File: config.mk
export PLATFORM = sky130hd
export DESIGN_NAME = out_tile_writer
export DESIGN_NICKNAME = d
export VERILOG_FILES = /design/src/rtl/out_tile_pkg.sv /design/src/rtl/out_tile_pingpong.sv /design/src/rtl/out_tile_writer.sv
export SDC_FILE = /design/constraint.sdc
export NUM_CORES = 2
export LEC_CHECK = 0
export CORE_AREA = 2 2 613 615
export DETAILED_ROUTE_END_ITERATION = 8
export DIE_AREA = 0 0 615 617
export PLACE_DENSITY = 0.57
export REMOVE_ABC_BUFFERS = 1
export SYNTH_ARGS = -nofsm -noshare
export SYNTH_HDL_FRONTEND = slang
export SYNTH_SLANG_ARGS = --single-unit
File: constraint.sdc
create_clock -name clk -period 63.9 [get_ports clk]
set_input_delay 6.39 -clock clk [delete_from_list [all_inputs] [get_ports clk]]
set_output_delay 6.39 -clock clk [all_outputs]
set_load 0.01 [all_outputs]
File: src/rtl/out_tile_pkg.sv
// Shared types and constants for the output tile writer.
// Holds the FSM state type, the AXI burst encoding, the default
// geometry and the helpers used to size counters.
package out_tile_pkg;

  typedef enum logic [1:0] {
    IDLE = 2'd0,
    ADDR = 2'd1,
    DATA = 2'd2,
    RESP = 2'd3
  } state_t;

  localparam logic [1:0] BURST_INCR = 2'b01;

  // Default geometry; modules re-derive these from their own parameters.
  localparam int DEF_DW  = 32;
  localparam int DEF_POX = 15;
  localparam int DEF_POY = 3;
  localparam int DEF_OW  = 112;
  localparam int DEF_OH  = 112;

  function automatic int ceil_div(input int a, input int b);
    return (a + b - 1) / b;
  endfunction

  // Bits needed for a counter that runs 0..n-1 (never zero width).
  function automatic int cnt_w(input int n);
    return (n <= 2) ? 1 : $clog2(n);
  endfunction

  localparam int TILES_X = ceil_div(DEF_OW, DEF_POX);
  localparam int TILES_Y = ceil_div(DEF_OH, DEF_POY);
  localparam int BYTES   = DEF_DW / 8;

endpackage

File: src/rtl/out_tile_pingpong.sv
// Two-bank ping-pong tile store.
// Ports: clk/rst (sync, active-high); wr_en + wr_tile capture a full
// POY x POX tile into the write bank; release_bank frees the read bank;
// rd_r/rd_c select one element of the read bank onto rd_data.
// accept tells the writer the tile was taken; full/empty reflect the
// bank count; overflow is sticky once a tile arrives with both banks full.
module tile_pingpong
  import out_tile_pkg::*;
#(
  parameter int DW  = 32,
  parameter int POX = 15,
  parameter int POY = 3
) (
  input  logic                            clk,
  input  logic                            rst,
  input  logic                            wr_en,
  input  logic [POY-1:0][POX-1:0][DW-1:0] wr_tile,
  input  logic                            release_bank,
  input  logic [cnt_w(POY)-1:0]           rd_r,
  input  logic [cnt_w(POX)-1:0]           rd_c,
  output logic [DW-1:0]                   rd_data,
  output logic                            accept,
  output logic                            full,
  output logic                            empty,
  output logic                            overflow
);

  logic [1:0] count;
  logic       wr_ptr;
  logic       rd_ptr;
  logic       do_release;
  logic [POY-1:0][POX-1:0][DW-1:0] bank [2];

  assign full       = (count == 2'd2);
  assign empty      = (count == 2'd0);
  assign accept     = wr_en && !full;
  assign do_release = release_bank && !empty;

  // NOTE: sequential state is assigned with <= so every register in the
  // block sees the pre-edge value of every other one.
  always_ff @(posedge clk) begin
    if (rst) begin
      count    <= 2'd0;
      wr_ptr   <= 1'b0;
      rd_ptr   <= 1'b0;
      overflow <= 1'b0;
    end else begin
      if (accept)        wr_ptr   <= ~wr_ptr;
      if (do_release)    rd_ptr   <= ~rd_ptr;
      if (wr_en && full) overflow <= 1'b1;
      // A capture and a release in the same cycle cancel out.
      case ({accept, do_release})
        2'b10:   count <= count + 2'd1;
        2'b01:   count <= count - 2'd1;
        default: count <= count;
      endcase
    end
  end

  // NOTE: the banks are intentionally left out of reset; count says which
  // bank holds live data, so their power-up contents are never read.
  always_ff @(posedge clk) begin
    if (accept) bank[wr_ptr] <= wr_tile;
  end

  assign rd_data = bank[rd_ptr][rd_r][rd_c];

endmodule

File: src/rtl/out_tile_writer.sv
// Output tile writer: captures POY x POX result tiles into a ping-pong
// buffer and drains each tile row by row to DRAM, one INCR burst per
// (edge-clipped) row segment, with at most one write outstanding.
// Ports: clk/rst (sync, active-high); result/result_valid tile input;
// init_addr/init_addr_en set the map base and restart tile position;
// AW channel (awaddr/awlen/awburst/awvalid/awready), W channel
// (wdata/wvalid/wready/wlast), B channel (bvalid/bready);
// map_done pulses after the last tile of the map; overflow is sticky.
module out_tile_writer
  import out_tile_pkg::*;
#(
  parameter int DW  = 32,
  parameter int AW  = 32,
  parameter int POX = 15,
  parameter int POY = 3,
  parameter int OW  = 112,
  parameter int OH  = 112
) (
  input  logic                            clk,
  input  logic                            rst,
  input  logic [POY-1:0][POX-1:0][DW-1:0] result,
  input  logic                            result_valid,
  input  logic [AW-1:0]                   init_addr,
  input  logic                            init_addr_en,
  output logic [AW-1:0]                   awaddr,
  output logic [7:0]                      awlen,
  output logic [1:0]                      awburst,
  output logic                            awvalid,
  input  logic                            awready,
  output logic [DW-1:0]                   wdata,
  output logic                            wvalid,
  input  logic                            wready,
  output logic                            wlast,
  input  logic                            bvalid,
  output logic                            bready,
  output logic                            map_done,
  output logic                            overflow
);

  localparam int TX = ceil_div(OW, POX);
  localparam int TY = ceil_div(OH, POY);
  localparam int NB = DW / 8;
  localparam int XW = cnt_w(TX);
  localparam int YW = cnt_w(TY);
  localparam int RW = cnt_w(POY);
  localparam int CW = cnt_w(POX);

  state_t        state;
  logic [AW-1:0] base;
  logic [XW-1:0] tile_x;
  logic [YW-1:0] tile_y;
  logic [RW-1:0] r;
  logic [CW-1:0] c;

  logic [31:0]   x_left, y_left, cols, rows;
  logic          beat_last, last_row, last_tile, has_next;
  logic [AW-1:0] pix, row_addr;

  logic          accept, full, empty, release_bank;
  logic [DW-1:0] rd_data;

  tile_pingpong #(.DW(DW), .POX(POX), .POY(POY)) u_buf (
    .clk          (clk),
    .rst          (rst),
    .wr_en        (result_valid),
    .wr_tile      (result),
    .release_bank (release_bank),
    .rd_r         (r),
    .rd_c         (c),
    .rd_data      (rd_data),
    .accept       (accept),
    .full         (full),
    .empty        (empty),
    .overflow     (overflow)
  );

  // NOTE: every variable here is assigned on every pass, so no latch is
  // inferred.
  always_comb begin
    // Pixels / rows of the map still uncovered at this tile position.
    x_left = 32'(OW) - 32'(tile_x) * 32'(POX);
    y_left = 32'(OH) - 32'(tile_y) * 32'(POY);
    cols   = (x_left < 32'(POX)) ? x_left : 32'(POX);
    rows   = (y_left < 32'(POY)) ? y_left : 32'(POY);

    beat_last = (32'(c) == cols - 32'd1);
    last_row  = (32'(r) == rows - 32'd1);
    last_tile = (32'(tile_x) == 32'(TX - 1)) && (32'(tile_y) == 32'(TY - 1));

    pix      = (AW'(tile_y) * AW'(POY) + AW'(r)) * AW'(OW) + AW'(tile_x) * AW'(POX);
    row_addr = base + pix * AW'(NB);
  end

  // Bank count after this cycle's release is non-zero iff the other bank
  // was already full or a new tile is captured right now.
  assign has_next     = full || accept;
  assign release_bank = (state == RESP) && bvalid && last_row;

  // Payloads are forced to zero while their valid is low.
  assign awvalid = (state == ADDR);
  assign awaddr  = awvalid ? row_addr : '0;
  assign awlen   = awvalid ? 8'(cols - 32'd1) : 8'd0;
  assign awburst = BURST_INCR;
  assign wvalid  = (state == DATA);
  assign wdata   = wvalid ? rd_data : '0;
  assign wlast   = wvalid && beat_last;
  assign bready  = (state == RESP);

  always_ff @(posedge clk) begin
    if (rst) begin
      state    <= IDLE;
      base     <= '0;
      tile_x   <= '0;
      tile_y   <= '0;
      r        <= '0;
      c        <= '0;
      map_done <= 1'b0;
    end else begin
      map_done <= 1'b0;
      case (state)
        IDLE: begin
          if (init_addr_en && empty) begin
            base   <= init_addr;
            tile_x <= '0;
            tile_y <= '0;
          end
          if (!empty) begin
            r     <= '0;
            state <= ADDR;
          end
        end
        ADDR: begin
          if (awready) begin
            c     <= '0;
            state <= DATA;
          end
        end
        DATA: begin
          if (wready) begin
            c <= c + 1'b1;
            if (beat_last) state <= RESP;
          end
        end
        RESP: begin
          if (bvalid) begin
            if (!last_row) begin
              r     <= r + 1'b1;
              state <= ADDR;
            end else begin
              r <= '0;
              if (last_tile) begin
                map_done <= 1'b1;
                tile_x   <= '0;
                tile_y   <= '0;
                state    <= IDLE;
              end else begin
                if (32'(tile_x) == 32'(TX - 1)) begin
                  tile_x <= '0;
                  tile_y <= tile_y + 1'b1;
                end else begin
                  tile_x <= tile_x + 1'b1;
                end
                state <= has_next ? ADDR : IDLE;
              end
            end
          end
        end
        default: state <= IDLE;
      endcase
    end
  end

endmodule

==> reports/qor.json <==
{
  "status": "completed",
  "synthesis.area_sq_um": 116000,
  "finalWirelength_microns": 415000,
  "antenna_found_initial": 405,
  "floorplan.die_area_sq_um": 379000,
  "timing.critical_path.slowest_stage_cell": "o21ai_0",
  "postLayoutCoreUtil_pct": 39.7,
  "timing.hold.worst.class": "flop to flop",
  "synthFlopType": "edfxtp_1",
  "async_reset_ff_share_pct": 0,
  "synthCells": 5406,
  "final_period_minus_worst_setup_slack_ns": 14.99,
  "core_area_sq_um": 374000,
  "power_density_nw_per_um2": 31.1,
  "worst_path_max_stage_delay_ns": 0.84,
  "net-switching-power_w": 0.00106,
  "p_clk_share_pct": 40.1,
  "fmaxAchievable_mhz": 66.7,
  "io_buffers": 1556,
  "post-route-period-util_pct": 23.5,
  "ir_drop_mv": 0.0213,
  "whs_path_depth": 2,
  "area_delta_synth_final_pct": 28.2,
  "setup.worst_path.class": "flop to output pin",
  "post_drt_via_cell_ratio": 5.16,
  "synth_cell_types": 71,
  "startpoint_type": "flop",
  "worst-slew-pin-transition_ns": 1.40,
  "p_int_w": 0.00355,
  "critical_path.most_common_cell": "inv_1",
  "ys_warn_count": 0,
  "drt_pre_antenna_iters": 5,
  "crit_fanout": 12,
  "cts_post_setup_buffers_inserted": 0,
  "max_cap_violations": 0,
  "globalRoute.totalOverflow": 0,
  "post_cts_resized": 0,
  "gp_congestion": 0.876,
  "worstRegToRegCells": 8,
  "crit_required_ns": 57.51,
  "cts_root_buffer": "clkbuf_16",
  "critPathArrivalTime_ns": 8.60,
  "nFillCells": 33400,
  "syn_area_per_cell_sq_um": 21.4,
  "maxSlewViolCount": 0,
  "floorplan.io_pins": 1559,
  "tritoncts_clock_tree": "built",
  "setup.worst_path.end_class": "output pin",
  "via_total_after_detailed_routing": 64700,
  "place.detailed.hpwl_microns": 302000,
  "multiplexer_area_fraction_after_synthesis_pct": 17.0,
  "synth_edf_count": 2880,
  "clock_buffers_created_by_tritoncts": 329,
  "setup_viol": 0,
  "cts-root-to-sink-buffers": 4,
  "hold_viol": 0,
  "clock_sinks": 2936,
  "start_util_pct": 31.0,
  "ctsHtreeMaxLevel": 5,
  "fp.dieH_microns": 617,
  "complex_gate_fraction_of_the_synthesized_area_pct": 2.24,
  "groute.usage.overall_pct": 21.2,
  "switching_share_pct": 23.1,
  "synth_top_family_by_area": "multiplexers",
  "synth_xor_xnor_area_share_pct": 0.507,
  "timing.hold.ws_ns": 0.461,
  "power.combinational.fraction_pct": 9.5,
  "synth_simple_gate_area_share_pct": 2.30,
  "first_global_vias": 65700,
  "grt_max_degree": 172,
  "synth_fa_ha_area_share_pct": 1.10,
  "power.sequential.fraction_pct": 50.4,
  "row_count": 225,
  "seq_area_frac_synth_pct": 75.7,
  "drive_above_1_share_pct": 19.7,
  "avgRoutedWirePerCell_microns": 33.1,
  "totalNegativeSetupSlack_ns": 0,
  "rsz_0062_raised_after_global_routing": "no",
  "timing.slew.headroom_pct": 6.37,
  "grt_pass1_wl_microns": 554000,
  "cts_hold_buffers": 0,
  "final_net_count": 8704,
  "ys_ff_latch": 2936,
  "worstSkewPairLatency_ns": 0.94,
  "leakage_nw": 46.9,
  "chipWidth_microns": 615,
  "initial_drc_count": 7120,
  "postRouteAntennaNets": 0,
  "drcViolationCount": 0,
  "timing.clock.skew_ns": 0.0789,
  "cts.clk_slew.worst_paths_ns": 0.06
}
## path summary, 6_finish.rpt
kind	start	to	slack [ns]
max reg2reg	u_buf.count[0]	u_buf.bank[0][676]	57.95
max	tile_y[0]	awaddr[28]	48.91
min	base[8]	base[8]	0.46
min reg2reg	base[8]	base[8]	0.46
## cells in the final DEF, fill, tap and decap left out, drive strengths merged, types with 11 or more instances in the layout
cell type,Yosys,routed
xnor2,38,38
and3,11,11
nor2,212,212
clkinvlp,0,15
buf,116,112
diode,0,163
nor3,47,47
xor2,29,29
and2,12,12
a31oi,35,35
mux2,61,61
nor2b,54,54
mux4,796,796
mux2i,103,103
nand3,30,30
a21oi,200,200
clkbuf,172,396
o21ai,40,40
nand2,149,149
o22ai,31,31
a21o,12,12
inv,57,71
conb,2,18
bufinv,0,25
fa,13,13
clkinv,3,140
o221ai,38,38
clkdlybuf4s50,0,1555
ha,80,80
edfxtp,2880,2880
dfxtp,56,56
## sequential cells by signal, summed over array words and instances, names as in the netlist, named ones only
signal,cells
u_buf.count,2
r,2
tile_y,6
u_buf.wr_ptr,1
state,2
base,32
u_buf.rd_ptr,1
c,4
u_buf.overflow,1
u_buf.bank,2880
map_done,1
tile_x,3
## area by class of cell
type / instances / area, sq um / share of cell area [%]
diodes: 163 / 408 / 0.275
clock inverters: 191 / 1930 / 1.30
flip-flops and latches: 2936 / 87600 / 59.0
repair buffers: 1667 / 16600 / 11.2
well taps: 4994 / 6250 / 4.21
inverters: 60 / 238 / 0.160
multi-input cells: 2138 / 26900 / 18.1
clock buffers: 396 / 8550 / 5.76
## cell usage after synthesis, types with 8 or more instances
master / count / area share [%]
a21o_1: 12 / 0.078
a21oi_1: 200 / 0.86
a31oi_1: 35 / 0.19
and2_1: 11 / 0.059
and3_1: 11 / 0.059
buf_1: 49 / 0.16
buf_2: 59 / 0.26
buf_4: 8 / 0.052
clkbuf_1: 171 / 0.55
dfxtp_1: 56 / 0.97
edfxtp_1: 2880 / 75
fa_1: 13 / 0.22
ha_1: 80 / 0.86
inv_1: 56 / 0.18
mux2_2: 61 / 0.59
mux2i_1: 103 / 0.89
mux4_2: 796 / 15
nand2_1: 149 / 0.48
nand2b_1: 9 / 0.049
nand3_1: 30 / 0.13
nor2_1: 212 / 0.69
nor2b_1: 54 / 0.29
nor3_1: 47 / 0.20
nor4_1: 8 / 0.043
o21a_1: 10 / 0.065
o21ai_0: 40 / 0.17
o221ai_1: 38 / 0.29
o22ai_1: 31 / 0.17
o31ai_1: 9 / 0.058
or2_2: 8 / 0.043
xnor2_1: 38 / 0.29
xor2_1: 29 / 0.22
## stage by stage
| step | cell area, sq um | std cells | setup WS [ns] | total power (W) |
|---|---|---|---|---|
| detailed placement | 138000 | 11800 | 49.78 | 0.00281 |
| global route | 148000 | 12500 | 48.26 | 0.00477 |
| global placement | 138000 | 11800 | 49.63 | 0.00279 |
| finish | 148000 | 12500 | 48.91 | 0.00462 |
| CTS | 148000 | 12400 | 48.73 | 0.00466 |
| floorplan | 115000 | 5134 | -5.36 | 0.00292 |
## per-layer routing
layer / wire [microns] / GRT usage, %
met1: 159000 / 26.3
met2: 203000 / 35.3
met3: 35700 / 6.06
met4: 16800 / 7.62
met5: 772 / 0
## critical path: cells and delay by family (launching register included)
kind | cells | cell delay (ns)
xor gates and xnor gates | 4 | 0.80
and+or+nand+nor | 7 | 1.17
adders and majority gates | 5 | 1.96
AOI/OAI and AO/OA | 7 | 2.16
buffers and inverters | 5 | 1.04
DFF | 1 | 0.59
## power groups by stage
stage	Clock [W]	Sequential, W	Combinational [W]
6_report	0.00185	0.00233	0.000439
5_1_grt	0.00196	0.00234	0.000469
4_1_cts	0.00189	0.00233	0.000446
3_5_place_dp	0	0.00237	0.000444
3_3_place_gp	0	0.00236	0.000437
2_1_floorplan	0	0.00269	0.000234
## cell families after synthesis
family,after synthesis
AOI/OAI and AO/OA,423
xor gates and xnor gates,67
adders and majority gates,94
buffers and inverters,348
DFF,2936
muxes,960
other,2
and+or+nand+nor,576
Power figures use the tool's default switching activity.
